### src/rtl/instr_encoder.sv
// Assembles RV32 R/I-type instruction words from handshaked requests, buffers them in a FIFO,
// and drains them as sequential instruction-memory writes. Optional macro: ENC_NOP_PAD_EN.
module instr_encoder #(
    parameter int                DEPTH     = 4,
    parameter int                ADDR_W    = 32,
    parameter logic [ADDR_W-1:0] BASE_ADDR = '0
) (
    input  logic                       clk_i,
    input  logic                       rst_i,
    input  logic                       valid_i,
    output logic                       ready_o,
    input  logic [3:0]                 op_sel_i,
    input  logic [4:0]                 rd_i,
    input  logic [4:0]                 rs1_i,
    input  logic [4:0]                 rs2_i,
    input  logic [11:0]                imm_i,
    output logic                       wr_valid_o,
    input  logic                       wr_ready_i,
    output logic [ADDR_W-1:0]          waddr_o,
    output logic [31:0]                wdata_o,
    output logic [$clog2(DEPTH):0]     count_o,
    output logic                       err_o
);

    localparam int PTR_W = $clog2(DEPTH);
    localparam int CNT_W = PTR_W + 1;
    localparam logic [CNT_W-1:0] FULL_CNT = CNT_W'(DEPTH);
    localparam logic [6:0] OPC_R = 7'b0110011;
    localparam logic [6:0] OPC_I = 7'b0010011;

    typedef enum logic [3:0] {
        OP_AND  = 4'd0,
        OP_XOR  = 4'd1,
        OP_SLL  = 4'd2,
        OP_ADD  = 4'd3,
        OP_SUB  = 4'd4,
        OP_MUL  = 4'd5,
        OP_ADDI = 4'd6,
        OP_SRAI = 4'd7
    } op_e;

    logic [31:0]       mem [DEPTH];
    logic [PTR_W-1:0]  wr_ptr;
    logic [PTR_W-1:0]  rd_ptr;
    logic [CNT_W-1:0]  count;
    logic [ADDR_W-1:0] waddr;
    logic              err;

    logic [31:0] enc_word;
    logic        illegal;
    logic        accept;
    logic        push;
    logic        pop;

    always_comb begin
        enc_word = '0;
        illegal  = 1'b0;
        case (op_e'(op_sel_i))
            OP_AND:  enc_word = {7'b0000000, rs2_i, rs1_i, 3'b111, rd_i, OPC_R};
            OP_XOR:  enc_word = {7'b0000000, rs2_i, rs1_i, 3'b100, rd_i, OPC_R};
            OP_SLL:  enc_word = {7'b0000000, rs2_i, rs1_i, 3'b001, rd_i, OPC_R};
            OP_ADD:  enc_word = {7'b0000000, rs2_i, rs1_i, 3'b000, rd_i, OPC_R};
            OP_SUB:  enc_word = {7'b0100000, rs2_i, rs1_i, 3'b000, rd_i, OPC_R};
            OP_MUL:  enc_word = {7'b0000001, rs2_i, rs1_i, 3'b000, rd_i, OPC_R};
            OP_ADDI: enc_word = {imm_i, rs1_i, 3'b000, rd_i, OPC_I};
            OP_SRAI: enc_word = {7'b0100000, imm_i[4:0], rs1_i, 3'b101, rd_i, OPC_I};
            default: begin
                illegal  = 1'b1;
`ifdef ENC_NOP_PAD_EN
                enc_word = 32'h0000_0013;
`else
                enc_word = '0;
`endif
            end
        endcase
    end

    assign ready_o    = (count != FULL_CNT);
    assign wr_valid_o = (count != '0);
    assign accept     = valid_i && ready_o;
    assign pop        = wr_valid_o && wr_ready_i;
`ifdef ENC_NOP_PAD_EN
    assign push       = accept;
`else
    assign push       = accept && !illegal;
`endif

    always_ff @(posedge clk_i) begin
        if (push) begin
            mem[wr_ptr] <= enc_word;
        end
    end

    always_ff @(posedge clk_i) begin
        if (!rst_i) begin
            wr_ptr <= '0;
            rd_ptr <= '0;
            count  <= '0;
            waddr  <= BASE_ADDR;
            err    <= 1'b0;
        end else begin
            if (push) begin
                wr_ptr <= wr_ptr + PTR_W'(1);
            end
            if (pop) begin
                rd_ptr <= rd_ptr + PTR_W'(1);
                waddr  <= waddr + ADDR_W'(4);
            end
            case ({push, pop})
                2'b10:   count <= count + CNT_W'(1);
                2'b01:   count <= count - CNT_W'(1);
                default: count <= count;
            endcase
            err <= accept && illegal;
        end
    end

    assign wdata_o = mem[rd_ptr];
    assign waddr_o = waddr;
    assign count_o = count;
    assign err_o   = err;

endmodule

### config.mk
export PLATFORM = sky130hd
export DESIGN_NAME = instr_encoder
export DESIGN_NICKNAME = d
export VERILOG_FILES = /design/src/rtl/instr_encoder.sv
export SDC_FILE = /design/constraint.sdc
export NUM_CORES = 1
export LEC_CHECK = 0
export ABC_AREA = 1
export ABC_CLOCK_PERIOD_IN_PS = 3600
export CORE_MARGIN = 2
export CORE_UTILIZATION = 40
export CTS_BUF_LIST = sky130_fd_sc_hd__clkbuf_4 sky130_fd_sc_hd__clkbuf_8
export DETAILED_ROUTE_END_ITERATION = 8
export MAX_ROUTING_LAYER = met4
export PLACE_DENSITY = 0.67
export SLEW_MARGIN = 25
export SYNTH_ARGS = -nofsm -noshare
export SYNTH_HDL_FRONTEND = slang
export SYNTH_SLANG_ARGS = --single-unit
### constraint.sdc
create_clock -name clk_i -period 3.6 [get_ports clk_i]
set_input_delay 0.72 -clock clk_i [delete_from_list [all_inputs] [get_ports clk_i]]
set_output_delay 0.72 -clock clk_i [all_outputs]
set_load 0.05 [all_outputs]
; ---- Word level (Yosys, flattened, before mapping)
; Memories as Yosys holds them, arrays and structs flattened. A register that Yosys moved wholly into a read port is not among the register bits.
; Index checks and enable logic that the tools add are counted.
; W data, S select, Z words.
[classes]
n_addsub = 5
eq_ne = 10
n_mux = 7
n_reduce_logical = 8
[ops]
columns = operator, count
row1 = $pmux W32 S8, 1
row2 = $add A32 B3 Y32 const B, 1
row3 = $eq A4 B3 Y1 const B, 4
row4 = $eq A4 B2 Y1 const B, 2
row5 = $reduce_or A8 Y1, 1
row6 = $pmux W3 S2, 1
row7 = $add A2 B1 Y2 const B, 2
row8 = $eq A4 B1 Y1 const B, 1
row9 = $logic_and A1 B1 Y1, 4
row10 = $logic_not A4 Y1, 1
row11 = $mux W2, 2
row12 = $add A3 B1 Y3 const B, 1
row13 = $mux W1, 3
row14 = $ne A3 B3 Y1 const B, 1
row15 = $reduce_bool A3 Y1, 1
row16 = $sub A3 B1 Y3 const B, 1
row17 = $eq A2 B1 Y1 const B, 1
row18 = $eq A2 B2 Y1 const B, 1
row19 = $reduce_bool A2 Y1, 1
[totals]
regBits = 40
ram_bits = 128
out_inout_bits = 70
mem_count = 1
[mem_list]
columns = name, depth, width, read_ports, rd_clocked_by_memory_dff, wr, line
row1 = mem, 4, 32, 1, 1, 1, 42  ; logic [31:0] mem [DEPTH];

; ---- Depth between registers and ports, before layout
[depth]
ltp_word = 5
ltp_mapped = 10
mapped_depth_nobuf = 10

; ---- Worst setup path after synthesis
; Ideal clock, no wire load.
[synth_path]
path_type = register -> register
startpoint = register count[0], in the netlist count_o[0]
endpoint = memory mem[0][10] (enable)
setup_time_ns = 0.411
t_arrival_ns = 2.377
setup_slack_ns = 0.812
path_stages_with_launch = 5
n_path_buf = 0
synth_period_minus_slack_ns = 2.788
cell_sequence = dfxtp_1 > nor2_4 > a21boi_0 > nand2_1 > nor2_1
[synth_between]
elab_chain_len = 5
[synth_rtl]
columns = item, line
row1 = "start, declared", 45  ; logic [CNT_W-1:0] count;
row2 = "start signal, assigned", 110  ; 2'b10: count <= count + CNT_W'(1);
row3 = "start signal, assigned", 111  ; 2'b01: count <= count - CNT_W'(1);
row4 = "start signal, assigned", 112  ; default: count <= count;
row5 = $ne A3 B3 Y1, 78  ; assign ready_o = (count != FULL_CNT);
row6 = $logic_and A1 B1 Y1, 80  ; assign accept = valid_i && ready_o;
row7 = $logic_and A1 B1 Y1, 85  ; assign push = accept && !illegal;
row8 = $mux W1, 89  ; if (push) begin
row9 = $mux W1 (implied by the code), 90  ; mem[wr_ptr] <= enc_word;
row10 = "end, declared", 42
; Every way passes these cells.

==> impl_results.md <==
- Final Util: around half
- Number of buffers between clock root and the deepest sink: 2
- Initial antenna violation count: 0
- Number of flops mapped to enable cells by yosys: ~110
- Number of placed I/O pins: between 100 and 150
- Largest net degree at the start of global routing: between 50 and 60
- Routability-driven placement congestion ratio: slightly below 0.9
- Global Route Usage Sum: around 18%
- Post-Layout Inst Area: approximately 8200 um2
- Setup clock skew after layout: 0.0103 ns
- Number of storage elements in the synthesis netlist: roughly 150
- Count of non-filler cells in the finished layout: 982
- Fraction of final layout cells sized beyond drive strength 1: 15.1%
- Fin worst setup slack: ~0.7 ns
- Minimum clock period after layout: just under 3 ns
- Distinct cell type count of the synthesized netlist: 43
- Combined buffer and inverter count along the critical path: 2
- Combinational Power Share: 30.5%
- Crit share post-route: roughly four fifths
- Antenna fix cells: 0
- Effective utilization at floorplan: 41.2%
- Design Power: between 4 and 5 mW
- Post-cts gate resize count: 0
- Critical path peak fanout: 27
- Routed len/inst: around 15 um
- Placed Cells: approximately 950
- Yosys warns: 0
- Power dissipated by switching net loads: around 1.7 mW
- Worst-case vdd ir drop: approximately 0.27 mV
- Flop2flop setup slack: about 1.3 ns
- Inserted Clock Buffers: 17
- Clock power frac: 28.2%
- Remaining design rule violation count: 0
- Worst slew slack as a fraction of its limit: a little under half
- R2R cell count: 10
- Synth area leader: sky130_fd_sc_hd__edfxtp_1
- Crit path required time: approximately 2.9 ns
- Die Ht: between 100 and 150 um
- Total of fill cells in the finished design: approximately 1500
- Drt initial violations: roughly 280
- Remaining number of nets flagged by the antenna check after routing: 0
- Cell-by-cell trace of the critical path: inv_1 -> o21ai_0 -> o22ai_1 -> buf_4
- Logic depth of the worst path, buffers included: 4
- First-pass GRT wire length: between 20000 and 25000 um
- Outcome: finished, final reports clean
- Path class of the lowest-slack min-delay path: register to register
- Clock tree from TritonCTS: built
- Clock latency on the worst-skew pair: about 0.45 ns
- Share of the yosys chip area belonging to registers: about three fifths
- X dimension of the die: 132 um
- Clock slew seen by the registers of the worst setup and hold paths: 0.07 ns
- Prevailing post-synth register cell: sky130_fd_sc_hd__edfxtp_1
- Flop pwr share: 41.4%
- Category of the worst setup path capture point: output pin
- Static leakage: about 3.1 nW
- PwrDens: 575 nW/um2
- Max cap viols: 0
- Vias per std cell: 4.95
- Top cell type's share of synthesized area: between 40% and 50%
- Total count of max-transition violations in the final report: 0
- Share of synthesized registers carrying an async set or reset: 0%
- Net total in the final layout: about 800
- Die area: between 15000 and 20000 um2
- Total number of vias: around 4900
- Root buffer selected by CTS: sky130_fd_sc_hd__clkbuf_8
- Path type of the worst setup path: register to output pin
- Number of buffers added to fix hold violations after cts: 0
- Post-route setup TNS: 0 ns
- Placement-stage cell area: just under 8000 um2
- H-tree levels: 4
- First-pass iteration count of the detailed router: 5
- Finish-stage setup viols: 0
- Critical path arrival: about 2.2 ns
- Critical-path cell with the highest stage delay: sky130_fd_sc_hd__inv_1
- Worst slack on hold paths: 0.482 ns
- Post-Syn Instances: 650
- Number of global-route vias before repair: approximately 4800
- Combined area of all synthesized cells: ~6600 um2
- Synth Area per Inst: between 10 and 15 um2
- Internal power consumption: 2.98 mW
- Final number of hold-violating endpoints: 0
- Row Count: 46
- Worst slack after detailed placement: just under 0.7 ns
- Peak Freq: ~340 MHz
- Half-perimeter wire length after placement: 9570 um
- Actual transition at the worst max-transition pin: approximately 0.8 ns
- Endpoint of the worst setup timing path: wdata_o[1]
- Signed area change from the synthesized netlist to the final layout: 23.6%
- Routed Wire Length: between 10000 and 15000 um
- Critical path launch point type: register
- Unrepaired setup endpoints after global routing: false
- Slowest cell delay on critical path: around 0.58 ns
- Core ar.: roughly 16000 um2
- Worst path top cell family by delay: buffers and inverters
- Number of port buffers: 99
- Net switching share of the total power: a little over a third
- Setup Buffers After CTS: 0
- Reg-to-Reg Start: count_o[0]
- Clock sinks: approximately 150
- Reg-to-reg endpoint: count_o[2]
- Total overflow reported by the global router: 0
- Cell types occupying the most area after synthesis: sky130_fd_sc_hd__edfxtp_1 (49%), sky130_fd_sc_hd__dfxtp_1 (12%), sky130_fd_sc_hd__nor2_1 (6.5%)
worst register-to-register path, stage by stage, from the launching register on:
cell	delay, ns
sky130_fd_sc_hd__dfxtp_1	0.36
sky130_fd_sc_hd__nor2_4	0.19
sky130_fd_sc_hd__a21boi_0	0.16
sky130_fd_sc_hd__nand2_1	0.32
sky130_fd_sc_hd__ha_1	0.21
sky130_fd_sc_hd__inv_1	0.07
sky130_fd_sc_hd__fa_1	0.40
sky130_fd_sc_hd__a21oi_1	0.15
sky130_fd_sc_hd__o21ai_0	0.11
sky130_fd_sc_hd__o21ai_0	0.17
sky130_fd_sc_hd__a21oi_1	0.06
per-layer routing:
layer / global-route usage (%) / wire (um)
met4: 5.56 / 209
met2: 28.3 / 7160
met5: - / 0
met3: 4.71 / 977
met1: 21.5 / 6360
final cells by class:
| cell class | instances | area, um2 | share of cell area [%] |
|---|---|---|---|
| clock buffer | 17 | 234 | 2.87 |
| clock inverter | 14 | 178 | 2.18 |
| inverter | 80 | 300 | 3.68 |
| multi-input combinational | 398 | 2140 | 26.2 |
| sequential | 148 | 4050 | 49.6 |
| tap | 216 | 270 | 3.31 |
| timing repair buffer | 109 | 993 | 12.2 |
placed cells by master, fill, tap and decap left out, drive strengths merged, types with 2 or more instances in the layout:
master / instances
a21oi: 24
a22o: 5
buf: 39
bufinv: 3
clkbuf: 17
clkdlybuf4s50: 70
clkinv: 5
clkinvlp: 4
conb: 5
dfxtp: 40
edfxtp: 108
ha: 6
inv: 82
nand2: 73
nand3: 17
nand4: 10
nor2: 129
nor3: 10
o21a: 2
o21ai: 72
o21bai: 10
o22ai: 27
power by group through the flow:
stage / registers [mW] / logic (mW) / clock network (mW)
5_1_grt: 1.95 / 1.53 / 1.42
6_report: 1.94 / 1.43 / 1.32
2_1_floorplan: 2.04 / 0.954 / 0
4_1_cts: 1.94 / 1.44 / 1.35
3_5_place_dp: 1.98 / 1.44 / 0
3_3_place_gp: 1.98 / 1.42 / 0
state kept, by name, summed over array words and instances (netlist names), named ones only:
name	cells
count_o	3
wr_ptr	2
rd_ptr	2
waddr_o	30
mem	108
err_o	1
worst min-delay path by stage:
| stage | startpoint | endpoint | slack [ns] | cells after the start |
|---|---|---|---|---|
| after floorplan | rd_ptr[1] | register | 0.44 | 2 |
| after global placement | rd_ptr[1] | rd_ptr[1] | 0.46 | 2 |
| after detailed placement | rd_ptr[1] | rd_ptr[1] | 0.47 | 2 |
| after CTS | rd_ptr[1] | rd_ptr[1] | 0.49 | 2 |
| after global routing | rd_ptr[1] | rd_ptr[1] | 0.52 | 2 |
| final | rd_ptr[1] | rd_ptr[1] | 0.48 | 2 |
synthesized netlist by cell type, types with 2 or more instances:
master and number:
sky130_fd_sc_hd__a21oi_1 22, sky130_fd_sc_hd__a21oi_2 2, sky130_fd_sc_hd__a22o_1 5, sky130_fd_sc_hd__buf_1 2, sky130_fd_sc_hd__buf_2 3, sky130_fd_sc_hd__buf_4 7, sky130_fd_sc_hd__clkbuf_1 15, sky130_fd_sc_hd__clkinv_1 2
sky130_fd_sc_hd__dfxtp_1 40, sky130_fd_sc_hd__edfxtp_1 108, sky130_fd_sc_hd__ha_1 6, sky130_fd_sc_hd__inv_1 73, sky130_fd_sc_hd__inv_2 5, sky130_fd_sc_hd__nand2_1 62, sky130_fd_sc_hd__nand2_2 4, sky130_fd_sc_hd__nand2_4 7
sky130_fd_sc_hd__nand3_1 16, sky130_fd_sc_hd__nand4_1 8, sky130_fd_sc_hd__nand4_2 2, sky130_fd_sc_hd__nor2_1 115, sky130_fd_sc_hd__nor2_2 5, sky130_fd_sc_hd__nor2_4 6, sky130_fd_sc_hd__nor2_8 3, sky130_fd_sc_hd__nor3_1 8
sky130_fd_sc_hd__o21a_1 2, sky130_fd_sc_hd__o21ai_0 70, sky130_fd_sc_hd__o21ai_1 2, sky130_fd_sc_hd__o21bai_1 7, sky130_fd_sc_hd__o21bai_2 3, sky130_fd_sc_hd__o22ai_1 27
logic make-up (layout without fill, tap and decap cells):
logic type,after synthesis,in the layout,synth area share (%)
other,1,5,0.0568
XOR/XNOR,1,1,0.133
adder cells (fa/ha/maj),7,7,1.44
flip-flops,148,148,61.3
AO/OA/AOI/OAI,143,143,12.5
AND/OR/NAND/NOR,242,242,17.9
buffers and inverters,108,220,6.71
(Power assumes the default switching activity.)
